$ cat src/rtl/uart_transmit_arbiter.sv
// Round-robin, packet-based arbiter sharing one UART transmit byte port.
// Optional owner header byte is enabled by defining UART_TX_ARB_HEADER_EN.
module uart_transmit_arbiter #(
    parameter int N_REQ     = 4,
    parameter int MAX_BURST = 16
) (
    input  logic               i_clock,
    input  logic               i_reset,
    input  logic [N_REQ*8-1:0] i_data,
    input  logic [N_REQ-1:0]   i_data_valid,
    input  logic [N_REQ-1:0]   i_data_last,
    output logic [N_REQ-1:0]   o_data_ready,
    output logic [7:0]         o_data,
    output logic               o_data_valid,
    input  logic               i_data_ready,
    output logic [N_REQ-1:0]   o_grant,
    output logic               o_busy
);

    localparam int PW = (N_REQ > 1) ? $clog2(N_REQ) : 1;
    localparam int CW = $clog2(MAX_BURST + 1);

`ifdef UART_TX_ARB_HEADER_EN
    typedef enum logic [1:0] {
        S_IDLE   = 2'd0,
        S_GRANT  = 2'd1,
        S_HEADER = 2'd2
    } state_t;
`else
    typedef enum logic [1:0] {
        S_IDLE  = 2'd0,
        S_GRANT = 2'd1
    } state_t;
`endif

    state_t          r_state;
    state_t          w_state_nxt;
    logic [N_REQ-1:0] r_grant;
    logic [N_REQ-1:0] w_grant_nxt;
    logic [PW-1:0]    r_owner;
    logic [PW-1:0]    w_owner_nxt;
    logic [PW-1:0]    r_ptr;
    logic [PW-1:0]    w_ptr_nxt;
    logic [CW-1:0]    r_count;
    logic [CW-1:0]    w_count_nxt;
    logic [CW-1:0]    w_count_inc;
    logic [PW-1:0]    w_ptr_wrap;

    logic             w_found;
    logic [PW-1:0]    w_sel;
    logic [PW:0]      w_idx;
    logic             w_xfer;

    // Search ptr, ptr+1, ... with wrap; first valid requester wins.
    always_comb begin
        w_found = 1'b0;
        w_sel   = r_ptr;
        w_idx   = '0;
        for (int i = 0; i < N_REQ; i++) begin
            w_idx = {1'b0, r_ptr} + (PW+1)'(i);
            if (w_idx >= (PW+1)'(N_REQ)) begin
                w_idx = w_idx - (PW+1)'(N_REQ);
            end
            if (!w_found && i_data_valid[w_idx[PW-1:0]]) begin
                w_found = 1'b1;
                w_sel   = w_idx[PW-1:0];
            end
        end
    end

    assign w_count_inc = r_count + CW'(1);
    assign w_ptr_wrap  = (r_owner == PW'(N_REQ - 1)) ? '0 : r_owner + PW'(1);

    always_comb begin
        w_state_nxt  = r_state;
        w_grant_nxt  = r_grant;
        w_owner_nxt  = r_owner;
        w_ptr_nxt    = r_ptr;
        w_count_nxt  = r_count;
        w_xfer       = 1'b0;
        o_data       = 8'h00;
        o_data_valid = 1'b0;
        o_data_ready = '0;
        unique case (r_state)
            S_IDLE: begin
                if (w_found) begin
                    w_grant_nxt = N_REQ'(1) << w_sel;
                    w_owner_nxt = w_sel;
`ifdef UART_TX_ARB_HEADER_EN
                    w_state_nxt = S_HEADER;
`else
                    w_state_nxt = S_GRANT;
`endif
                end
            end
`ifdef UART_TX_ARB_HEADER_EN
            // Header byte tags the packet with its owner; not a burst byte.
            S_HEADER: begin
                o_data       = 8'hF0 | 8'(r_owner);
                o_data_valid = 1'b1;
                if (i_data_ready) begin
                    w_state_nxt = S_GRANT;
                end
            end
`endif
            S_GRANT: begin
                o_data                = i_data[{r_owner, 3'b000} +: 8];
                o_data_valid          = i_data_valid[r_owner];
                o_data_ready[r_owner] = i_data_ready;
                w_xfer                = i_data_valid[r_owner] && i_data_ready;
                if (w_xfer) begin
                    w_count_nxt = w_count_inc;
                    if (i_data_last[r_owner] ||
                        w_count_inc == CW'(MAX_BURST)) begin
                        w_state_nxt = S_IDLE;
                        w_grant_nxt = '0;
                        w_count_nxt = '0;
                        w_ptr_nxt   = w_ptr_wrap;
                    end
                end
            end
            default: begin
                w_state_nxt = S_IDLE;
                w_grant_nxt = '0;
                w_count_nxt = '0;
            end
        endcase
    end

    always_ff @(posedge i_clock or posedge i_reset) begin
        if (i_reset) begin
            r_state <= S_IDLE;
            r_grant <= '0;
            r_owner <= '0;
            r_ptr   <= '0;
            r_count <= '0;
        end else begin
            r_state <= w_state_nxt;
            r_grant <= w_grant_nxt;
            r_owner <= w_owner_nxt;
            r_ptr   <= w_ptr_nxt;
            r_count <= w_count_nxt;
        end
    end

    assign o_grant = r_grant;
    assign o_busy  = (r_state != S_IDLE);

endmodule
$ cat config.mk
export PLATFORM = sky130hd
export DESIGN_NAME = uart_transmit_arbiter
export DESIGN_NICKNAME = d
export VERILOG_FILES = /design/src/rtl/uart_transmit_arbiter.sv
export SDC_FILE = /design/constraint.sdc
export NUM_CORES = 1
export LEC_CHECK = 0
export BUFFER_PORTS_ARGS = -buffer_cell sky130_fd_sc_hd__buf_2
export CAP_MARGIN = 10
export CORE_MARGIN = 1.5
export CORE_UTILIZATION = 42
export CTS_BUF_LIST = sky130_fd_sc_hd__clkbuf_4
export CTS_CLUSTER_DIAMETER = 200
export DETAILED_ROUTE_END_ITERATION = 6
export GPL_ROUTABILITY_DRIVEN = 0
export PLACE_DENSITY = 0.77
export SLEW_MARGIN = 25
export SYNTH_ARGS = -nofsm -noshare
export SYNTH_HDL_FRONTEND = slang
export SYNTH_SLANG_ARGS = --single-unit
export TNS_END_PERCENT = 1
$ cat constraint.sdc
create_clock -name i_clock -period 5.2 [get_ports i_clock]
set_input_delay 0.26 -clock i_clock [delete_from_list [all_inputs] [get_ports i_clock]]
set_output_delay 0.26 -clock i_clock [all_outputs]
set_load 0.02 [all_outputs]
## After elaboration in Yosys (flattened, before gate mapping)

Cells that the tools add are included.

- Add/sub/neg operators: 9
- Magnitude comparators: 10
- Equality and inequality tests: 6
- Shift-type cells: 2
- Multiplexer cells: 41
- Bitwise gates (word level): 2
- Reduce and logical (&&, ||, !) cells: 15

Operators with widths:

| cell | number |
|---|---|
| 32-bit by 6-bit indexed part select with 8-bit output | 1 |
| 2-bit 2-to-1 mux | 12 |
| 4-bit 2-to-1 mux | 4 |
| 2-bit by 3-bit < comparator with 1-bit output (second input constant) | 5 |
| 1-bit binary-select mux with 2-bit select | 6 |
| 1-bit 2-to-1 mux | 12 |
| 5-bit 2-to-1 mux | 2 |
| 5-bit case mux with 2 select lines | 1 |
| 3-bit greater-or-equal comparator (second input constant) | 3 |
| 8-bit 2-to-1 mux | 1 |
| 4-bit case mux with 2 select lines | 1 |
| 2-bit by 1-bit subtractor with 2-bit output (second input constant) | 4 |
| 2-bit by 2-bit adder with 3-bit output (second input constant) | 2 |
| 2-bit != test (second input constant) | 3 |
| 3-bit AND reduction | 2 |
| 5-bit by 1-bit adder with 5-bit output (second input constant) | 1 |
| 5-bit == test (second input constant) | 1 |
| 1-bit logical AND | 5 |
| 4-bit bitwise AND | 1 |
| 2-bit case mux with 2 select lines | 1 |
| 2-bit AND reduction | 2 |
| 1-bit by 2-bit << shifter with 4-bit output (first input constant) | 1 |
| 2-bit by 1-bit adder with 3-bit output (second input constant) | 1 |
| 2-bit by 3-bit greater-or-equal comparator with 1-bit output (second input constant) | 1 |
| other kinds (10) | 12 |

- Register bits: 15
- Output and inout port bits: 18
- Word-level logic and storage cells: 90

## Longest topological paths before layout

Gate-level depths: netlist of run 1.

- Depth in word-level cells: 17
- Gate-level depth with buffers: 6

## Worst setup path before layout of run 1

No wires, ideal clock.

- Path type: register to register
- Start: reg r_owner[0]
- End: reg r_ptr[0]
- Library setup time: 0.125 ns
- Arrival: 1.661 ns
- Data required time: 5.075 ns
- Slack: 3.414 ns
- Cell stages (with the launch flop): 5
- Path through: dfrtp_1 -> mux4_2 -> a31o_2 -> nor2b_1 -> mux2_2

- Word-level cells in the longest chain between the ends: 4
- Elaborated cells on any way between the ends: 10

Ends and longest elaborated chain:

| what | line | RTL |
|---|---|---|
| start: declaration | 40 | `logic [PW-1:0] r_owner;` |
| start signal: assignment | 140 | `r_owner <= w_owner_nxt;` |
| 1-bit binary-select mux with 2-bit select, on equally long branches | 110, 113 |  |
| 1-bit 2-to-1 mux, on equally long branches | 110, 113 |  |
| 1-bit logical AND / 1-bit logical OR (equally long branches) | 110, 113 |  |
| 3-bit AND reduction (no line) | -- |  |
| end signal: assignment | 141 | `r_ptr <= w_ptr_nxt;` |
| end: declaration | 42 | `logic [PW-1:0] r_ptr;` |

Several ways; a longest one is shown, not always the timed one. The select of a mux whose other input is x is not followed.
A chain may end at the register's enable or synchronous reset.

## Worst setup path after layout of run 1

- Start: reg r_owner[0]
- End: out o_data_valid

- Word-level cells in the longest chain between the ends: 3

Ends and longest elaborated chain:

| what | line | RTL |
|---|---|---|
| 1-bit binary-select mux with 2-bit select | 108 | `o_data_valid = i_data_valid[r_owner];` |
| 1-bit 2-to-1 mux (not written as such) | 108 |  |
| 1-bit 2-to-1 mux | 84 | `unique case (r_state)` |
| end: declaration | 14 | `output logic o_data_valid,` |

No other way between the ends. The select of a mux whose other input is x is not followed.

==> report_table.html, run 1 <==
<table>
<tr><th>Metric</th><th>Value</th></tr>
<tr><th colspan="2">STA</th></tr>
<tr><td>Fin crit period</td><td>roughly 2300 ps</td></tr>
<tr><td>Hold Fails Final Rpt</td><td>0</td></tr>
<tr><td>Slew Limit Headroom</td><td>52.28%</td></tr>
<tr><td>Total negative setup slack</td><td>0 ps</td></tr>
<tr><td>Final Slew Violations</td><td>0</td></tr>
<tr><td>Tightest Pin Transition</td><td>between 700 and 800 ps</td></tr>
<tr><td>Unrepaired setup endpoints after global routing</td><td>no</td></tr>
<tr><td>Final setup violation count</td><td>0</td></tr>
<tr><td>Post-route fraction of the period consumed by the critical path</td><td>~44%</td></tr>
<tr><td>Max Clk Rate</td><td>434.7 MHz</td></tr>
<tr><td>Largest clock skew in the final design</td><td>roughly 1.9 ps</td></tr>
<tr><th colspan="2">Clock tree</th></tr>
<tr><td>CTS max path bufs</td><td>2</td></tr>
<tr><td>Total CTS buffers</td><td>3</td></tr>
<tr><td>Number of hold buffers added after cts</td><td>0</td></tr>
<tr><td>Number of clock sinks seen by CTS</td><td>14</td></tr>
<tr><td>Clock latency reported for the late side of the worst-skew pair</td><td>270 ps</td></tr>
<tr><td>PostCTS Resize Cnt</td><td>0</td></tr>
<tr><td>Number of buffers inserted by post-CTS setup repair</td><td>0</td></tr>
<tr><td>CTS Root Cell</td><td>sky130_fd_sc_hd__clkbuf_4</td></tr>
<tr><td>TritonCTS clock tree</td><td>built</td></tr>
<tr><td>H-tree level count</td><td>1</td></tr>
<tr><td>Clk slew on worst S/H paths</td><td>~80 ps</td></tr>
<tr><th colspan="2">Route</th></tr>
<tr><td>Via Count</td><td>between 1,000 and 1,500</td></tr>
<tr><td>Violation count after the first detailed-routing iteration</td><td>13</td></tr>
<tr><td>Remaining number of nets flagged by the antenna check after routing</td><td>0</td></tr>
<tr><td>Total Wirelength</td><td>about 2700 um</td></tr>
<tr><td>Detailed-route vias per instance</td><td>5.533</td></tr>
<tr><td>Iteration count of the initial detailed-routing pass</td><td>4</td></tr>
<tr><td>DRC violations left</td><td>0</td></tr>
<tr><td>Average wire length per cell after detail routing</td><td>approximately 14 um</td></tr>
<tr><th colspan="2">Synth</th></tr>
<tr><td>Top_reg_cell synth</td><td>sky130_fd_sc_hd__dfrtp_1</td></tr>
<tr><td>Share of flip-flops with an asynchronous set or reset</td><td>100.0%</td></tr>
<tr><td>Count of mapped cells out of synthesis</td><td>between 100 and 150</td></tr>
<tr><td>Average cell area after synthesis</td><td>roughly 10 um^2</td></tr>
<tr><td>Synthesized Nets</td><td>156</td></tr>
<tr><td>Largest area contributor in the netlist</td><td>sky130_fd_sc_hd__dfrtp_1</td></tr>
<tr><td>Leading cell types by total area after synthesis</td><td>sky130_fd_sc_hd__dfrtp_1, sky130_fd_sc_hd__mux4_2, sky130_fd_sc_hd__and2_1</td></tr>
<tr><td>Distinct cell type count after synthesis</td><td>28</td></tr>
<tr><td>Count of state elements after synthesis</td><td>14</td></tr>
<tr><td>Proportion of synthesized chip area in sequential cells</td><td>approximately a third</td></tr>
<tr><td>Warning count from the yosys run</td><td>0</td></tr>
<tr><td>Fraction of synthesized cell area taken by the top area cell type</td><td>a little under a third</td></tr>
<tr><td>EDFF count, synth</td><td>0</td></tr>
<tr><td>Cell Area, Synth</td><td>~1100 um^2</td></tr>
<tr><th colspan="2">Final layout</th></tr>
<tr><td>Share of cells above drive strength 1</td><td>between 40% and 50%</td></tr>
<tr><td>Register cell area after layout</td><td>~350 um^2</td></tr>
<tr><td>Number of filler cells placed in the layout</td><td>about 230</td></tr>
<tr><td>Antenna fix cells</td><td>0</td></tr>
<tr><td>Most frequent cells in the layout</td><td>sky130_fd_sc_hd__buf_2, sky130_fd_sc_hd__dfrtp_1, sky130_fd_sc_hd__mux4_2, sky130_fd_sc_hd__and2_1</td></tr>
<tr><td>Final #Nets</td><td>about 220</td></tr>
<tr><td>Area delta synth-&gt;final</td><td>31.10%</td></tr>
<tr><td>Most frequent standard cell in the layout excluding fill and tap cells</td><td>sky130_fd_sc_hd__buf_2</td></tr>
<tr><td>Multi-input logic area</td><td>about 700 um^2</td></tr>
<tr><th colspan="2">Floorplan</th></tr>
<tr><td>Placement Rows</td><td>18</td></tr>
<tr><td>Number of top-level pins</td><td>61</td></tr>
<tr><td>Vertical die dimension</td><td>roughly 54 um</td></tr>
<tr><td>Initial core utilization</td><td>between 40% and 50%</td></tr>
<tr><td>Die extent in x</td><td>about 54 um</td></tr>
<tr><td>Core Box Area</td><td>about 2500 um^2</td></tr>
<tr><td>Die footprint</td><td>approximately 2900 um^2</td></tr>
<tr><th colspan="2">GRT</th></tr>
<tr><td>Maximum number of pins on one net before global-route repair</td><td>18</td></tr>
<tr><td>Number of global-route vias before repair</td><td>between 900 and 1,000</td></tr>
<tr><td>Antenna violations before repair</td><td>0</td></tr>
<tr><td>Total gr overflow</td><td>0</td></tr>
<tr><td>Global-route usage over all layers</td><td>between 10% and 20%</td></tr>
<tr><td>Global-route wire length before repair</td><td>roughly 3800 um</td></tr>
<tr><th colspan="2">Placed design</th></tr>
<tr><td>Total of buffers placed on input and output ports</td><td>60</td></tr>
<tr><td>Final HPWL from detailed placement</td><td>2186 um</td></tr>
<tr><th colspan="2">Flow run</th></tr>
<tr><td>Max-capacitance violation count</td><td>0</td></tr>
<tr><th colspan="2">Worst setup path</th></tr>
<tr><td>Critical Path Sink Type</td><td>output port</td></tr>
<tr><td>Endpoint arrival time on the critical path</td><td>between 2000 and 2500 ps</td></tr>
<tr><td>Critical-path maximum fanout</td><td>15</td></tr>
<tr><td>Setup CP Type</td><td>reg -&gt; out</td></tr>
<tr><td>Required time reported for the critical path endpoint</td><td>between 4000 and 5000 ps</td></tr>
<tr><td>Startpoint types</td><td>flop</td></tr>
<tr><th colspan="2">Power and ir drop</th></tr>
<tr><td>Psw</td><td>303.9 uW</td></tr>
<tr><td>Max VDD drop</td><td>0.4562 mV</td></tr>
<tr><td>Total power after layout</td><td>~680 uW</td></tr>
<tr><td>Proportion of power drawn by flip-flops and latches</td><td>about a third</td></tr>
<tr><td>Lkg Pwr</td><td>about 0.00074 uW</td></tr>
<tr><td>Switching portion of total power</td><td>44.84%</td></tr>
<tr><td>Cell Pwr Density</td><td>between 400 and 500 nW/um^2</td></tr>
<tr><td>Combinational group share of total power</td><td>~58%</td></tr>
<tr><td>Int Pwr</td><td>about 370 uW</td></tr>
<tr><td>Part of the total power dissipated in the clock network</td><td>about 8.9%</td></tr>
<tr><th colspan="2">Status</th></tr>
<tr><td>Result of the run</td><td>finished, final reports clean</td></tr>
<tr><th colspan="2">Hold path</th></tr>
<tr><td>Type of the worst min-delay path</td><td>in -&gt; async</td></tr>
</table>
power by group through the flow:
stage	logic [uW]	clock network, uW	registers [uW]
floorplan	299	0	207
global placement	383	0	224
detailed placement	394	0	230
CTS	394	61.7	229
global route	434	66.3	239
finish	391	60.6	226
flip-flops by register name, indices dropped and copies added (netlist names):
| signal | cells |
|---|---|
| r_count | 5 |
| o_grant | 4 |
| r_owner | 2 |
| r_ptr | 2 |
| r_state | 1 |
cells by family after synthesis:
| group | after synthesis | synth area share (%) |
|---|---|---|
| adders and majority gates | 5 | 5.675 |
| DFF | 14 | 31.78 |
| and+or+nand+nor | 42 | 21.34 |
| AOI/OAI and AO/OA | 23 | 14.42 |
| muxes | 12 | 22.47 |
| buffers and inverters | 12 | 4.314 |
stage by stage:
stage                     worst slack [ps]  util [%]  hold WS [ps]  cell area, um^2  cells
final                                 2900     58.33        0.3220             1445    197
after global routing                  2716     58.33         48.63             1445    197
after CTS                             2836     58.33         21.17             1445    197
after detailed placement              2878     57.27         319.7             1419    193
after global placement                2941     57.27         308.3             1419    193
after floorplan                       3414         -         149.2             1102    108
synth_stat cells (3+ instances only):
library cell                n
sky130_fd_sc_hd__a32o_1     4
sky130_fd_sc_hd__and2_1    10
sky130_fd_sc_hd__nand3_1    3
sky130_fd_sc_hd__nor2b_1    3
sky130_fd_sc_hd__nor3_1     4
sky130_fd_sc_hd__a21o_1     3
sky130_fd_sc_hd__and3_1     4
sky130_fd_sc_hd__nor2_1     4
sky130_fd_sc_hd__nand2_1    6
sky130_fd_sc_hd__a21oi_1    4
sky130_fd_sc_hd__dfrtp_1   14
sky130_fd_sc_hd__ha_1       5
sky130_fd_sc_hd__o21ai_0    7
sky130_fd_sc_hd__inv_1      7
sky130_fd_sc_hd__mux4_2    10
sky130_fd_sc_hd__nand2b_1   4
layer usage:
metal | vias to the layer above | routed length (um) | GRT usage, %
met1 | 515 | 977 | 19.27
li1 | 523 | - | -
met5 | - | 0 | 0
met4 | 0 | 20 | 4.167
met2 | 48 | 1412 | 33.73
met3 | 4 | 287 | 5.191
final cells by class:
cell class | count | area share, %
multi-input cells | 82 | 48.74
flip-flops and latches | 14 | 24.24
repair buffers | 60 | 20.78
well taps | 30 | 2.597
inverters | 7 | 1.818
clock buffers | 3 | 1.558
clock inverters | 1 | 0.2597
worst max-delay path, stage by stage (launching register included):
cell                      delay (ps)
sky130_fd_sc_hd__dfrtp_1         810
sky130_fd_sc_hd__mux4_2          620
sky130_fd_sc_hd__and2_1          180
sky130_fd_sc_hd__buf_2           150
final timing paths:
path                                     endpoint                   start  cells past startpoint  slack [ps]
setup / recovery                     o_data_valid  r_owner[0]$_DFFE_PP0P_                      3        2900
hold / removal               r_ptr[1]$_DFFE_PP0P_                 i_reset                      2         0.3
setup reg to reg             r_ptr[1]$_DFFE_PP0P_  r_owner[0]$_DFFE_PP0P_                      4        2940
hold reg to reg            o_grant[3]$_DFFE_PP0P_  o_grant[3]$_DFFE_PP0P_                      1         530
max in group asynchronous  r_owner[1]$_DFFE_PP0P_                 i_reset                      2        4860
min in group i_clock       r_state[0]$_DFFE_PP0P_         i_data_valid[1]                      3         350
No activity file was read; power rests on OpenSTA's default activity.
==> run 2: changes to the inputs <==
- CORE_UTILIZATION: 42 -> 41
- PLACE_DENSITY: 0.77 -> 0.79
- clock period: 5.2 -> 2.1 ns (I/O delays scaled with it)
==> run 2 against run 1 <==
Sequential share of layout area down 0.53 points. Clock skew about the same. Global-route usage increased by 0.85 points. Flip-flop and latch count is the same. Worst hold slack better by 210 ps. Cell count increased by 2.0%. Core utilization rose by 0.78 points. First-iteration DRC count increased by 31%. Combinational power rose to 2.8 times the previous value. Die area rose by 2.3%.
==> report_table.html, run 2 (synthesized netlist as in run 1, its figures left out) <==
<table>
<tr><th>Metric</th><th>Value</th></tr>
<tr><th colspan="2">Hold path</th></tr>
<tr><td>Type of the worst min-delay path</td><td>in -&gt; reg</td></tr>
<tr><td>Worst hold path stage count</td><td>3</td></tr>
<tr><th colspan="2">Final layout</th></tr>
<tr><td>Reg with most FFs</td><td>r_count</td></tr>
<tr><td>Share of cells above drive strength 1</td><td>47.37% (+0.66 points)</td></tr>
<tr><td>Most frequent cells in the layout</td><td>sky130_fd_sc_hd__buf_2, sky130_fd_sc_hd__dfrtp_1, sky130_fd_sc_hd__mux4_2, sky130_fd_sc_hd__and2_1</td></tr>
<tr><td>Most frequent standard cell in the layout excluding fill and tap cells</td><td>sky130_fd_sc_hd__buf_2</td></tr>
<tr><td>Antenna fix cells</td><td>0 (unchanged)</td></tr>
<tr><td>Area delta synth-&gt;final</td><td>34.05%</td></tr>
<tr><td>Final #Nets</td><td>220 (+1.9%)</td></tr>
<tr><td>Final Instance Count excl. Fillers</td><td>201 (+2.0%)</td></tr>
<tr><td>Largest register FFs</td><td>5 (unchanged)</td></tr>
<tr><th colspan="2">Floorplan</th></tr>
<tr><td>Number of top-level pins</td><td>61 (unchanged)</td></tr>
<tr><td>Die extent in x</td><td>54.85 um (+1.1%)</td></tr>
<tr><td>Placement Rows</td><td>18 (unchanged)</td></tr>
<tr><td>Die footprint</td><td>3009 um^2 (+2.3%)</td></tr>
<tr><td>Core Box Area</td><td>2500 um^2 (+0.91%)</td></tr>
<tr><td>Initial core utilization</td><td>44.09% (-0.40 points)</td></tr>
<tr><td>Vertical die dimension</td><td>54.85 um (+1.1%)</td></tr>
<tr><th colspan="2">STA</th></tr>
<tr><td>Post-route fraction of the period consumed by the critical path</td><td>between 90 and 100%</td></tr>
<tr><td>Fin crit period</td><td>a little under 2000 ps</td></tr>
<tr><td>Tightest Pin Transition</td><td>533.7 ps (-182.2 ps)</td></tr>
<tr><td>Max Clk Rate</td><td>just over 500 MHz</td></tr>
<tr><td>Total negative setup slack</td><td>0 ps (unchanged)</td></tr>
<tr><td>Unrepaired setup endpoints after global routing</td><td>no</td></tr>
<tr><td>Hold Fails Final Rpt</td><td>0 (unchanged)</td></tr>
<tr><td>Slew Limit Headroom</td><td>64.38% (+12 points)</td></tr>
<tr><td>Final Slew Violations</td><td>0 (unchanged)</td></tr>
<tr><td>Final setup violation count</td><td>0 (unchanged)</td></tr>
<tr><td>Largest clock skew in the final design</td><td>1.604 ps (-0.2677 ps)</td></tr>
<tr><th colspan="2">Power and ir drop</th></tr>
<tr><td>Part of the total power dissipated in the clock network</td><td>9.0% (about the same)</td></tr>
<tr><td>Max VDD drop</td><td>0.6572 mV (+44%)</td></tr>
<tr><td>Lkg Pwr</td><td>0.0007562 uW (+2.5%)</td></tr>
<tr><td>Cell Pwr Density</td><td>1173 nW/um^2 (+150%)</td></tr>
<tr><td>Switching portion of total power</td><td>44.90% (+0.059 points)</td></tr>
<tr><td>Int Pwr</td><td>954.9 uW (+160%)</td></tr>
<tr><td>Psw</td><td>778.0 uW (+160%)</td></tr>
<tr><td>Proportion of power drawn by flip-flops and latches</td><td>28.5% (-4.9 points)</td></tr>
<tr><td>Combinational group share of total power</td><td>62.5% (+4.9 points)</td></tr>
<tr><th colspan="2">Clock tree</th></tr>
<tr><td>PostCTS Resize Cnt</td><td>0 (unchanged)</td></tr>
<tr><td>TritonCTS clock tree</td><td>built</td></tr>
<tr><td>Clk slew on worst S/H paths</td><td>80 ps (about the same)</td></tr>
<tr><td>CTS max path bufs</td><td>2 (unchanged)</td></tr>
<tr><td>Total CTS buffers</td><td>3 (unchanged)</td></tr>
<tr><td>Clock latency reported for the late side of the worst-skew pair</td><td>280 ps (about the same)</td></tr>
<tr><td>Number of clock sinks seen by CTS</td><td>14 (unchanged)</td></tr>
<tr><td>H-tree level count</td><td>1 (unchanged)</td></tr>
<tr><td>CTS Root Cell</td><td>sky130_fd_sc_hd__clkbuf_4</td></tr>
<tr><th colspan="2">Worst setup path</th></tr>
<tr><td>Critical-path maximum fanout</td><td>13 (-2)</td></tr>
<tr><td>Count of cells along the worst register-to-register path</td><td>4 (unchanged)</td></tr>
<tr><td>Setup CP Type</td><td>reg -&gt; out</td></tr>
<tr><td>Startpoint types</td><td>flop</td></tr>
<tr><td>Required time reported for the critical path endpoint</td><td>2000 ps (-2940 ps)</td></tr>
<tr><td>Endpoint arrival time on the critical path</td><td>1840 ps (-200 ps)</td></tr>
<tr><td>Critical Path Sink Type</td><td>output port</td></tr>
<tr><th colspan="2">Route</th></tr>
<tr><td>DRC violations left</td><td>0 (unchanged)</td></tr>
<tr><td>Detailed-route vias per instance</td><td>5.577 (+0.80%)</td></tr>
<tr><td>Via Count</td><td>1,121 (+2.8%)</td></tr>
<tr><td>Remaining number of nets flagged by the antenna check after routing</td><td>0 (unchanged)</td></tr>
<tr><td>Total Wirelength</td><td>2881 um (+6.8%)</td></tr>
<tr><td>Violation count after the first detailed-routing iteration</td><td>17 (+4)</td></tr>
<tr><td>Iteration count of the initial detailed-routing pass</td><td>4 (unchanged)</td></tr>
<tr><td>Average wire length per cell after detail routing</td><td>14.33 um (+4.7%)</td></tr>
<tr><th colspan="2">GRT</th></tr>
<tr><td>Number of global-route vias before repair</td><td>1,023 (+6.0%)</td></tr>
<tr><td>Global-route wire length before repair</td><td>4008 um (+5.6%)</td></tr>
<tr><td>Antenna violations before repair</td><td>0 (unchanged)</td></tr>
<tr><td>Global-route usage over all layers</td><td>18.68% (+0.85 points)</td></tr>
<tr><td>Maximum number of pins on one net before global-route repair</td><td>18 (unchanged)</td></tr>
<tr><td>Total gr overflow</td><td>0 (unchanged)</td></tr>
<tr><th colspan="2">Placed design</th></tr>
<tr><td>Final HPWL from detailed placement</td><td>2329 um (+6.5%)</td></tr>
<tr><td>Total of buffers placed on input and output ports</td><td>60 (unchanged)</td></tr>
<tr><td>Placed Instances</td><td>196 (+1.6%)</td></tr>
<tr><th colspan="2">Flow run</th></tr>
<tr><td>Max-capacitance violation count</td><td>0 (unchanged)</td></tr>
<tr><th colspan="2">Status</th></tr>
<tr><td>Result of the run</td><td>finished, final reports clean</td></tr>
</table>
-- run 2: cell types whose count changed in the layout (fill, tap and decap cells not counted), sizes merged --
cell         before  now
dlygate4sd3       0    1
buf              60   63
-- run 2: metal layers --
metal | track usage, % | part of all wire (%) | up-vias
met2 | 35.52 | 53 | 58
li1 | - | - | 530
met4 | 9.583 | 0.69 | 0
met3 | 1.913 | 9.9 | 4
met1 | 19.93 | 36 | 529
met5 | 0 | 0 | -
-- run 2: layout make-up --
class,count,area (um^2)
multi-input combinational,82,704.4
fill,232,1022
sequential,14,350.3
timing repair buffer,64,332.8
inverter,7,26.28
clock inverter,1,3.754
tap,30,37.54
clock buffer,3,22.52
-- run 2: worst max-delay path: stages (launching register included) --
cell                      delay, ps
sky130_fd_sc_hd__dfrtp_1        440
sky130_fd_sc_hd__buf_4          270
sky130_fd_sc_hd__mux4_2         530
sky130_fd_sc_hd__and2_1         170
sky130_fd_sc_hd__buf_2          150
-- run 2: what timing repair did --
action / CTS / global route
hold endpoints to repair: 14 / 0
buffers inserted: 0 / 0
hold buffers: 1 / 0
-- run 2: path summary, 6_finish.rpt --
check | start | to | slack, ps
min in group asynchronous | i_reset | r_owner[1]$_DFFE_PP0P_ | 390
worst max-delay path | r_owner[0]$_DFFE_PP0P_ | o_data[4] | 160
worst max register to register | r_owner[0]$_DFFE_PP0P_ | r_ptr[0]$_DFFE_PP0P_ | 260
worst min register to register | o_grant[3]$_DFFE_PP0P_ | o_grant[3]$_DFFE_PP0P_ | 530
worst min-delay path | i_data_valid[1] | r_state[0]$_DFFE_PP0P_ | 210
max in group asynchronous | i_reset | o_grant[1]$_DFFE_PP0P_ | 1360
-- run 2: metrics by stage --
step | setup slack (ps) | utilization, % | total power (uW) | area [um^2] | hold slack, ps
floorplan | 314.0 | - | 1253 | 1102 | -5.781
global placement | 362.3 | 57.66 | 1538 | 1441 | 161.0
detailed placement | 265.2 | 57.66 | 1587 | 1441 | 180.6
CTS | 122.5 | 59.11 | 1749 | 1478 | 198.3
global route | 28.30 | 59.11 | 1897 | 1478 | 227.9
finish | 155.8 | 59.11 | 1733 | 1478 | 211.3
-- run 2: power groups by stage --
stage | Clock, uW | Combinational, uW | Sequential (uW)
floorplan | 0 | 741 | 512
global placement | 0 | 1060 | 479
detailed placement | 0 | 1090 | 495
CTS | 162 | 1100 | 491
global route | 173 | 1210 | 512
finish | 156 | 1080 | 494
